$ cat src/rtl/grad_descent_ctrl.sv
// Iterative gradient-descent controller: issues evaluation requests, captures the
// returned step and value, applies a saturating update and reports why it stopped.
module grad_descent_ctrl #(
  parameter int unsigned MAX_ITER = 256,
  parameter logic [31:0] TOL      = 32'h0000_0001,
  parameter int unsigned TIMEOUT  = 1024
) (
  input  logic        clk,
  input  logic        rst_n,
  input  logic        start,
  input  logic [31:0] x_init,
  output logic        start_func,
  output logic [31:0] x_eval,
  input  logic        func_done,
  input  logic [31:0] x_diff_in,
  input  logic [63:0] value_in,
  input  logic        overflow_in,
  output logic        busy,
  output logic        done,
  output logic [31:0] x_final,
  output logic [63:0] value_final,
  output logic [15:0] iter_count,
  output logic [1:0]  status
);

  typedef enum logic [2:0] {IDLE, ISSUE, WAIT_LOW, WAIT_HIGH, UPDATE, FINISH} state_t;
  typedef enum logic [1:0] {ST_CONV = 2'd0, ST_MAXIT = 2'd1, ST_OVF = 2'd2, ST_TMO = 2'd3} status_t;

  localparam int TW = $clog2(TIMEOUT + 1);
  localparam logic [TW-1:0] TMO_LAST = TW'(TIMEOUT - 1);
  localparam logic [15:0]   ITER_LIM = 16'(MAX_ITER);

  state_t        state;
  logic [TW-1:0] tmo_cnt;
  logic [31:0]   x_diff_q;
  logic          ovf_q;

  logic [32:0] diff33;
  logic [31:0] x_sat;
  logic [31:0] diff_abs;
  logic [15:0] iter_next;

  // NOTE: every signal assigned in always_comb gets a default first, so no latch can be inferred.
  always_comb begin
    diff33    = {x_eval[31], x_eval} - {x_diff_q[31], x_diff_q};
    x_sat     = diff33[31:0];
    diff_abs  = x_diff_q;
    iter_next = iter_count + 16'd1;
    // Sign bits disagreeing means the 33-bit result no longer fits in 32 bits.
    if (diff33[32:31] == 2'b01)      x_sat = 32'h7FFF_FFFF;
    else if (diff33[32:31] == 2'b10) x_sat = 32'h8000_0000;
    if (x_diff_q == 32'h8000_0000)   diff_abs = 32'h7FFF_FFFF;
    else if (x_diff_q[31])           diff_abs = -x_diff_q;
  end

  // NOTE: sequential state uses non-blocking assignments only, so every register sees pre-edge values.
  always_ff @(posedge clk or negedge rst_n) begin
    if (!rst_n) begin
      state       <= IDLE;
      tmo_cnt     <= '0;
      x_diff_q    <= '0;
      ovf_q       <= 1'b0;
      start_func  <= 1'b0;
      x_eval      <= '0;
      busy        <= 1'b0;
      done        <= 1'b0;
      x_final     <= '0;
      value_final <= '0;
      iter_count  <= '0;
      status      <= ST_CONV;
    end else begin
      start_func <= 1'b0;
      done       <= 1'b0;
      case (state)
        IDLE: begin
          if (start) begin
            x_eval     <= x_init;
            iter_count <= '0;
            status     <= ST_CONV;
            busy       <= 1'b1;
            start_func <= 1'b1;
            state      <= ISSUE;
          end
        end
        ISSUE: begin
          tmo_cnt <= '0;
          state   <= WAIT_LOW;
        end
        WAIT_LOW, WAIT_HIGH: begin
          tmo_cnt <= tmo_cnt + 1'b1;
          if (state == WAIT_HIGH && func_done) begin
            x_diff_q    <= x_diff_in;
            ovf_q       <= overflow_in;
            value_final <= value_in;
            state       <= UPDATE;
          end else if (tmo_cnt == TMO_LAST) begin
            status  <= ST_TMO;
            x_final <= x_eval;
            done    <= 1'b1;
            state   <= FINISH;
          end else if (state == WAIT_LOW && !func_done) begin
            state <= WAIT_HIGH;
          end
        end
        UPDATE: begin
          iter_count <= iter_next;
          if (ovf_q) begin
            status  <= ST_OVF;
            x_final <= x_eval;
            done    <= 1'b1;
            state   <= FINISH;
          end else begin
            x_eval <= x_sat;
            if (diff_abs <= TOL) begin
              status  <= ST_CONV;
              x_final <= x_sat;
              done    <= 1'b1;
              state   <= FINISH;
            end else if (iter_next == ITER_LIM) begin
              status  <= ST_MAXIT;
              x_final <= x_sat;
              done    <= 1'b1;
              state   <= FINISH;
            end else begin
              start_func <= 1'b1;
              state      <= ISSUE;
            end
          end
        end
        FINISH: begin
          busy  <= 1'b0;
          state <= IDLE;
        end
        default: state <= IDLE;
      endcase
    end
  end

endmodule

$ cat config.mk
export PLATFORM = sky130hd
export DESIGN_NAME = grad_descent_ctrl
export DESIGN_NICKNAME = d
export VERILOG_FILES = /design/src/rtl/grad_descent_ctrl.sv
export SDC_FILE = /design/constraint.sdc
export NUM_CORES = 1
export LEC_CHECK = 0
export BUFFER_PORTS_ARGS = -buffer_cell sky130_fd_sc_hd__buf_4
export CORE_AREA = 4 4 144 284
export DETAILED_ROUTE_END_ITERATION = 10
export DIE_AREA = 0 0 148 288
export HOLD_SLACK_MARGIN = 0.12
export SYNTH_ARGS = -nofsm -noshare
export SYNTH_HDL_FRONTEND = slang
export SYNTH_SLANG_ARGS = --single-unit
$ cat constraint.sdc
create_clock -name clk -period 3.9 [get_ports clk]
set_input_delay 0.195 -clock clk [delete_from_list [all_inputs] [get_ports clk]]
set_output_delay 0.195 -clock clk [all_outputs]
set_load 0.01 [all_outputs]
==> results of run 1 <==
## cell families (layout without fill, tap and decap cells)
| group | count (synthesis) | count (layout) | synth area share |
|---|---|---|---|
| compound gates | 349 | 349 | 0.199 |
| simple gates | 326 | 326 | 0.142 |
| flops | 196 | 196 | 0.427 |
| mux | 133 | 133 | 0.131 |
| buf+inv | 114 | 545 | 0.0395 |
| fa+ha+maj | 36 | 36 | 0.0399 |
| xor+xnor | 28 | 28 | 0.0213 |
| other cells | 0 | 1 | 0 |
## routing by layer
| metal | GRT usage | routed length, µm | vias up | part of all wire |
|---|---|---|---|---|
| li1 | - | - | 5209 | - |
| met1 | 0.195 | 14600 | 5478 | 0.34 |
| met2 | 0.371 | 23400 | 349 | 0.54 |
| met3 | 0.0386 | 2020 | 92 | 0.047 |
| met4 | 0.138 | 2990 | 0 | 0.069 |
| met5 | 0 | 0 | - | 0 |
## layout by cell type (no fill, tap or decap), types with 22 or more instances in the layout
master           n
buf_4          329
dfrtp_1        196
dlygate4sd3_1  131
mux2_2         123
o21ai_0        105
nand2_1         96
a21oi_1         73
nor2_1          70
inv_1           50
ha_1            35
nor3_1          24
nand3_1         24
and3_1          22
## critical path, stage by stage, from the launching register on
cell,delay (ns)
dfrtp_1,0.40
buf_4,0.17
nor4_2,0.48
o221ai_1,0.21
a2111oi_0,0.48
a22oi_1,0.17
a2111oi_0,0.38
and4_2,0.33
a211oi_4,0.08
o21ai_4,0.17
buf_12,0.25
mux2_2,0.36
## cell type report
cell class                      count  area (µm²)
Tap cell                          520         651
Clock inverter                     15         213
Fill cell                        3847       22400
Multi-Input combinational cell    872        6180
Antenna cell                        1        2.50
Clock buffer                       17         425
Sequential cell                   196        4900
Timing Repair Buffer              463        3830
Inverter                           50         188
## Yosys cell counts (6+ instances only)
library cell  instances  area, µm²
and3_1               22        138
inv_1                50        188
a21o_1               13       97.6
nand3_1              25        125
a2111oi_0             6       52.6
o2bb2ai_1            21        184
nor4_1                8       50.1
nand2b_1             11       68.8
xor2_1               11       96.3
nor3_1               25        125
nor2_1               71        267
a211oi_1              9       67.6
dfrtp_1             196       4900
ha_1                 35        438
o21ai_0             108        541
o31ai_1               8       60.1
o22ai_1               8       50.1
a31oi_1              17        106
a21oi_1              73        365
o211ai_1             11       82.6
o21a_1                7       52.6
or3_1                11       68.8
and2_1                7       43.8
nand2_1              96        360
xnor2_1              17        149
nand4_1              21        131
mux2_2              123       1390
clkbuf_1             55        206
## metrics by stage
step	cell area, µm²	power [mW]
after floorplan	11500	9.11
after CTS	16400	14.8
after detailed placement	14400	12.8
after global placement	14400	12.6
after global routing	16400	16.0
final	16400	14.9
## worst paths after layout
kind / to
worst min-delay path: x_eval[26]$_DFFE_PN0P_
max in group asynchronous: value_final[32]$_DFFE_PN0P_
worst max register to register: x_final[9]$_DFFE_PN0P_
min in group asynchronous: x_eval[13]$_DFFE_PN0P_
worst max-delay path: x_final[9]$_DFFE_PN0P_
worst min register to register: tmo_cnt[6]$_DFFE_PN0P_
## state kept, by name, summed over array words and instances, names as in the netlist
register and count:
busy 1, done 1, iter_count 16, ovf_q 1, start_func 1, state 3
status 2, tmo_cnt 11, value_final 64, x_diff_q 32, x_eval 32, x_final 32
## power by group
group,internal [mW],switching [mW],leakage (nW)
sequential,2.92,0.949,2.44
clock,0.937,0.960,0.307
combinational,3.99,5.13,4.68
total,7.86,7.04,7.42
## timing repair
action,4_1_cts,5_1_grt
hold buffers,131,0
endpoints found under the hold margin,196,0
endpoints found under the setup margin,0,33
resized for setup,0,9
==> results.py, run 1 <==
metrics = {
    "status": {
        "status": "complete, no violations",
    },
    "timing": {
        "slew_headroom": 0.192,
        "finalSetupTns_ns": 0,
        "fin_skew_ns": 0.0160,
        "drv_slew": 0,
        "holdWs_ns": 0.184,
        "hold_violations": 0,
        "worst_slack_ns": 0.268,
        "tightestPinTransition_ns": 1.20,
        "period_share": 0.931,
        "fmax_mhz": 275,
        "setup_viol": 0,
        "min_period_ns": 3.63,
        "rsz0062_at_grt": "no",
    },
    "run": {
        "maxCapViolations": 0,
    },
    "routing": {
        "drtIter0Drc": 508,
        "dr_total_vias": 11128,
        "drc_errors": 0,
        "wirelength_um": 43000,
        "first_pass_iters": 5,
        "wl_per_cell_um": 20.1,
        "drtAntennaViolNets": 0,
        "viasPerCell": 5.21,
    },
    "synth": {
        "yosys_most_used_dff": "dfrtp_1",
        "synth_nets": 1351,
        "synth_edf_count": 0,
        "syn_avg_cell_area_um2": 9.72,
        "yosysWarningCount": 0,
        "ys_types": 78,
        "ys_seq_elements": 196,
        "synth_area_um2": 11500,
        "synthCells": 1182,
        "ys_seq_area_frac": 0.427,
        "async_reset_ff_frac": 1.00,
    },
    "cts": {
        "cts_buffers": 17,
        "cts_setup_buffers": 0,
        "cts_tree": "built",
        "h-tree-depth": 4,
        "cts.sinks": 196,
        "clk_pin_slew_ns": 0.08,
        "ctsRootBufferMaster": "clkbuf_16",
        "clockBufferDepth": 2,
        "worstSkewPairLatency_ns": 0.47,
    },
    "floorplanning": {
        "die_h_um": 288,
        "rows": 102,
        "die_w_um": 148,
        "pin_count": 282,
        "initial_core_util": 0.296,
        "die_area_um2": 42600,
        "core-area_um2": 38800,
    },
    "setup_path": {
        "reg2regPathDepth": 11,
        "crit_path_start": "x_diff_q[13]$_DFFE_PN0P_",
        "crit_fanout": 33,
        "start_kind": "flip-flop",
        "reg2reg_slack_ns": 0.27,
        "worstSetupEndpointType": "flip-flop",
        "crit_arrival_ns": 3.99,
        "regToRegStartpoint": "x_diff_q[13]$_DFFE_PN0P_",
        "cp.required_ns": 4.25,
        "crit_type": "flip-flop to flip-flop",
    },
    "global_route": {
        "track_usage": 0.199,
        "grt_pass1_vias": 11824,
        "grt_max_degree": 78,
        "antenna_found_initial": 1,
        "grt.overflow.total": 0,
        "grt_pass1_wl_um": 66100,
    },
    "layout": {
        "fin_cells": 2134,
        "final_nets": 1769,
        "syn2layout_area_growth_pct": 42.7,
        "layout-drive-gt1-share": 0.326,
        "final_util": 0.423,
    },
    "hold_path": {
        "min_path_type": "input pin to flip-flop",
        "holdPathStages": 4,
        "worstHoldStart": "x_init[26]",
    },
    "placed_design": {
        "routabilityCongestion": 0.920,
        "port_buffers": 281,
        "dp_hpwl_um": 32500,
        "place_ws_ns": 0.0992,
        "dp.cells": 1970,
    },
    "power": {
        "leakage_nw": 7.42,
        "max-vdd-ir-drop_uv": 532,
        "cellPowerDensity_nw_per_um2": 908,
    },
}
No activity file was read; power rests on OpenSTA's default activity.
==> run 2, diff against run 1 <==
BUFFER_PORTS_ARGS = not set   (was -buffer_cell sky130_fd_sc_hd__buf_4)
DONT_BUFFER_PORTS = 1   (was not set)
==> results.py, run 2 (same netlist as run 1, synthesis figures left out) <==
metrics = {
    "run": {
        "maxCapViolations": 0,
    },
    "floorplanning": {
        "initial_core_util": 0.296,
        "pin_count": 282,
        "die_w_um": 148,
        "rows": 102,
        "die_area_um2": 42600,
        "die_h_um": 288,
        "core-area_um2": 38800,
    },
    "layout": {
        "regArea_um2": 4910,
        "final_cell_mix": "195 x dfrtp_1, 132 x dlygate4sd3_1, 123 x mux2_2, 106 x o21ai_0, 96 x nand2_1",
        "final_util": 0.369,
        "regMostFlops": "value_final",
        "fillers": 3919,
        "multi_input_area_um2": 6190,
        "layout-drive-gt1-share": 0.189,
        "final_common_cell": "dfrtp_1",
        "largest_register_ffs": 64,
        "final_nets": 1498,
        "syn2layout_area_growth_pct": 24.7,
        "fin_cells": 1863,
    },
    "power": {
        "sw_frac_of_total": 0.488,
        "combPwrFrac": 0.551,
        "leakage_nw": 6.07,
        "power.share.sequential": 0.314,
        "clkPwrFrac": 0.135,
        "max-vdd-ir-drop_uv": 413,
        "cellPowerDensity_nw_per_um2": 966,
        "p_int_mw": 7.09,
        "p_switching_mw": 6.75,
        "power.total_mw": 13.8,
    },
    "routing": {
        "viasPerCell": 5.35,
        "drc_errors": 0,
        "dr_total_vias": 9966,
        "wl_per_cell_um": 22.0,
        "drtIter0Drc": 422,
        "wirelength_um": 41000,
        "first_pass_iters": 5,
        "drtAntennaViolNets": 0,
    },
    "timing": {
        "min_period_ns": 3.72,
        "setup_viol": 0,
        "fmax_mhz": 269,
        "hold_violations": 196,
        "finalSetupTns_ns": 0,
        "worst_slack_ns": 0.182,
        "slew_headroom": 0.174,
        "holdWs_ns": -0.570,
        "drv_slew": 0,
        "period_share": 0.953,
        "fin_skew_ns": 0.0129,
        "tightestPinTransition_ns": 1.23,
        "rsz0062_at_grt": "no",
    },
    "setup_path": {
        "crit_arrival_ns": 4.06,
        "crit_type": "flip-flop to flip-flop",
        "worstSetupEndpointType": "flip-flop",
        "crit_fanout": 22,
        "cp.required_ns": 4.25,
        "start_kind": "flip-flop",
    },
    "cts": {
        "clk_pin_slew_ns": 0.07,
        "h-tree-depth": 4,
        "cts_buffers": 17,
        "clockBufferDepth": 2,
        "cts_tree": "built",
        "worstSkewPairLatency_ns": 0.46,
        "ctsRootBufferMaster": "clkbuf_16",
        "cts.sinks": 196,
        "cts_hold_buf": 132,
    },
    "status": {
        "status": "complete, but fails checks",
        "violations": "hold timing",
    },
    "placed_design": {
        "place_ws_ns": -0.168,
        "port_buffers": 0,
        "dp.cells": 1698,
        "dp_hpwl_um": 30900,
        "routabilityCongestion": 0.907,
    },
    "global_route": {
        "grt_max_degree": 197,
        "grt.overflow.total": 0,
        "grt_pass1_wl_um": 61600,
        "track_usage": 0.189,
        "grt_pass1_vias": 10368,
        "antenna_found_initial": 1,
    },
    "hold_path": {
        "min_path_type": "input pin to asynchronous set/reset pin",
    },
}
-- run 2: worst max-delay path: stages (launching register included) --
cell,delay (ns)
dfrtp_1,0.54
inv_1,0.14
ha_1,0.36
a21o_1,0.23
or3_1,0.34
o21a_1,0.24
o31a_1,0.36
o21ai_2,0.26
xnor2_2,0.09
buf_4,0.23
o2111ai_1,0.41
a21oi_1,0.12
mux2_2,0.28
-- run 2: what timing repair did --
action | in CTS | in global routing
endpoints found under the setup margin | 2 | 57
resized for setup | 2 | 9
endpoints found under the hold margin | 332 | 196
setup buffers | 0 | 0
-- run 2: worst paths after layout --
kind,start,end,slack (ns),cells after the start
min in group clk,start,status[0]$_DFFE_PN0P_,0.17,2
max in group asynchronous,rst_n,x_diff_q[6]$_DFFE_PN0P_,4.06,0
max reg2reg,x_diff_q[4]$_DFFE_PN0P_,x_final[30]$_DFFE_PN0P_,0.18,12
min reg2reg,tmo_cnt[8]$_DFFE_PN0P_,tmo_cnt[8]$_DFFE_PN0P_,0.48,1
max,x_diff_q[4]$_DFFE_PN0P_,x_final[30]$_DFFE_PN0P_,0.18,12
min,rst_n,value_final[20]$_DFFE_PN0P_,-0.57,0
-- run 2: power by group through the flow --
stage               registers [mW]  logic (mW)  clock network, mW
floorplan                     3.89        5.22                  0
global placement              4.37        7.24                  0
detailed placement            4.37        7.35                  0
CTS                           4.35        7.53               1.94
global route                  4.47        8.33               2.02
finish                        4.35        7.62               1.87
-- run 2: metal layers --
metal | wire length, µm | global-route usage | share of wire
met5 | 0 | 0 | 0
met4 | 2220 | 0.107 | 0.054
met3 | 2450 | 0.0515 | 0.060
met2 | 22400 | 0.356 | 0.55
met1 | 13900 | 0.181 | 0.34
-- run 2: area by class of cell --
cell class                 count  share of cell area
multi-input combinational    872               0.432
sequential                   196               0.342
timing repair buffer         192               0.125
tap                          520              0.0454
clock buffer                  21              0.0321
inverter                      50              0.0131
clock inverter                11             0.00996
antenna                        1            0.000175
-- run 2: through the flow --
step,hold WS [ns],instance area [µm²]
after CTS,-0.602,14300
after floorplan,-0.101,11500
after global routing,-0.603,14300
final,-0.570,14300
after detailed placement,-0.0962,12400
after global placement,-0.0960,12400
==> run 3, diff against run 2 <==
CORE_AREA = 4 4 201 203   (was 4 4 144 284)
DIE_AREA = 0 0 205 207   (was 0 0 148 288)
SLEW_MARGIN = 20   (was not set)
==> results.py, run 3 (same netlist as run 1, synthesis figures left out) <==
metrics = {
    "floorplanning": {
        "core-area_um2": 38500,
        "pin_count": 282,
        "rows": 72,
        "die_area_um2": 42400,
        "die_h_um": 207,
        "die_w_um": 205,
        "initial_core_util": 0.299,
    },
    "placed_design": {
        "routabilityCongestion": 0.925,
        "port_buffers": 0,
        "place_ws_ns": 0.0519,
        "dp_hpwl_um": 28700,
    },
    "cts": {
        "ctsRootBufferMaster": "clkbuf_16",
        "cts.sinks": 196,
        "clk_pin_slew_ns": 0.08,
        "cts_buffers": 17,
        "h-tree-depth": 4,
        "cts_tree": "built",
        "cts_hold_buf": 132,
        "clockBufferDepth": 2,
        "worstSkewPairLatency_ns": 0.46,
    },
    "layout": {
        "final_common_cell": "dfrtp_1",
        "final_cell_mix": "196 x dfrtp_1, 132 x dlygate4sd3_1, 123 x mux2_2, 107 x o21ai_0, 96 x nand2_1",
        "regMostFlops": "value_final",
        "fillers": 3790,
        "final_nets": 1491,
        "largest_register_ffs": 64,
        "syn2layout_area_growth_pct": 24.5,
        "layout-drive-gt1-share": 0.183,
    },
    "power": {
        "max-vdd-ir-drop_uv": 451,
        "leakage_nw": 6.04,
        "power.total_mw": 13.8,
        "cellPowerDensity_nw_per_um2": 962,
    },
    "routing": {
        "wl_per_cell_um": 21.2,
        "drtIter0Drc": 671,
        "dr_total_vias": 9929,
        "drtAntennaViolNets": 0,
        "first_pass_iters": 6,
        "wirelength_um": 39400,
        "viasPerCell": 5.34,
        "drc_errors": 0,
    },
    "timing": {
        "period_share": 0.966,
        "rsz0062_at_grt": "no",
        "setup_viol": 0,
        "holdWs_ns": -0.566,
        "min_period_ns": 3.77,
        "fmax_mhz": 265,
        "fin_skew_ns": 0.0146,
        "hold_violations": 196,
        "tightestPinTransition_ns": 0.808,
        "slew_headroom": 0.460,
        "drv_slew": 0,
        "worst_slack_ns": 0.133,
    },
    "setup_path": {
        "crit_type": "flip-flop to flip-flop",
        "reg2reg_slack_ns": 0.13,
        "start_kind": "flip-flop",
        "cp.required_ns": 4.25,
        "regToRegStartpoint": "x_eval[4]$_DFFE_PN0P_",
        "reg2regPathDepth": 12,
        "crit_path_start": "x_eval[4]$_DFFE_PN0P_",
        "crit_arrival_ns": 4.12,
        "worstSetupEndpointType": "flip-flop",
        "crit_fanout": 16,
        "r2r_end": "x_final[14]$_DFFE_PN0P_",
    },
    "global_route": {
        "track_usage": 0.183,
        "grt.overflow.total": 0,
        "grt_max_degree": 197,
        "antenna_found_initial": 6,
        "grt_pass1_wl_um": 61300,
        "grt_pass1_vias": 10032,
    },
    "run": {
        "maxCapViolations": 0,
    },
    "status": {
        "violations": "hold timing",
        "status": "complete, but fails checks",
    },
    "hold_path": {
        "min_path_type": "input pin to asynchronous set/reset pin",
    },
}
run 3: final cells by class:
cell class,instances,area (µm²),share of cell area
Multi-Input combinational cell,872,6170,0.431
Timing Repair Buffer,185,1770,0.124
Inverter,50,188,0.0131
Clock buffer,17,425,0.0297
Tap cell,518,648,0.0453
Clock inverter,15,186,0.0130
Sequential cell,196,4900,0.343
Antenna cell,6,15.0,0.00105
run 3: worst max-delay path by stage:
stage	end	cells after the start	slack, ns
6_report	x_final[14]$_DFFE_PN0P_	12	0.13
5_1_grt	x_eval[16]$_DFFE_PN0P_	10	0.005
4_1_cts	x_eval[16]$_DFFE_PN0P_	10	0.02
3_5_place_dp	x_eval[16]$_DFFE_PN0P_	10	0.05
3_3_place_gp	x_eval[16]$_DFFE_PN0P_	10	-0.03
2_1_floorplan	x_final[14]$_DFFE_PN0P_	14	0.36
run 3: stage by stage:
stage	util	cell area (µm²)	instances	TNS, ns	hold WS (ns)
after global placement	0.321	12300	1689	-0.0275	-0.0929
after CTS	0.371	14300	1853	0	-0.608
after global routing	0.372	14300	1858	0	-0.606
after floorplan	-	11500	1182	0	-0.101
after detailed placement	0.321	12300	1689	0	-0.0928
final	0.372	14300	1859	0	-0.566
run 3: power breakdown:
group          leakage, nW  internal, mW  total [mW]  switching, mW
Sequential            2.44          2.92        4.34           1.41
Combinational         3.31          3.24        7.56           4.32
Clock                0.297         0.927        1.87          0.939
Total                 6.04          7.10        13.8           6.67
run 3: critical path, cell delays in order (launching register included):
cell and delay, ns:
dfrtp_1 0.47, ha_1 0.39, a21o_1 0.22, or3_1 0.33, o21a_1 0.26, o31a_1 0.37
o21ai_1 0.40, xnor2_2 0.25, buf_4 0.26, o21ai_0 0.24, buf_4 0.17, a21oi_1 0.05
mux2_4 0.25
run 3: layer usage:
| metal | GRT usage | share of wire |
|---|---|---|
| met4 | 0.0578 | 0.024 |
| met1 | 0.243 | 0.43 |
| met2 | 0.292 | 0.47 |
| met3 | 0.0513 | 0.074 |
| met5 | 0 | 0 |
run 3: timing repair:
item / 4_1_cts / 5_1_grt
hold endpoints to repair: 329 / 196
resized for setup: 0 / 4
endpoints found under the setup margin: 0 / 9
buffers inserted: 0 / 0
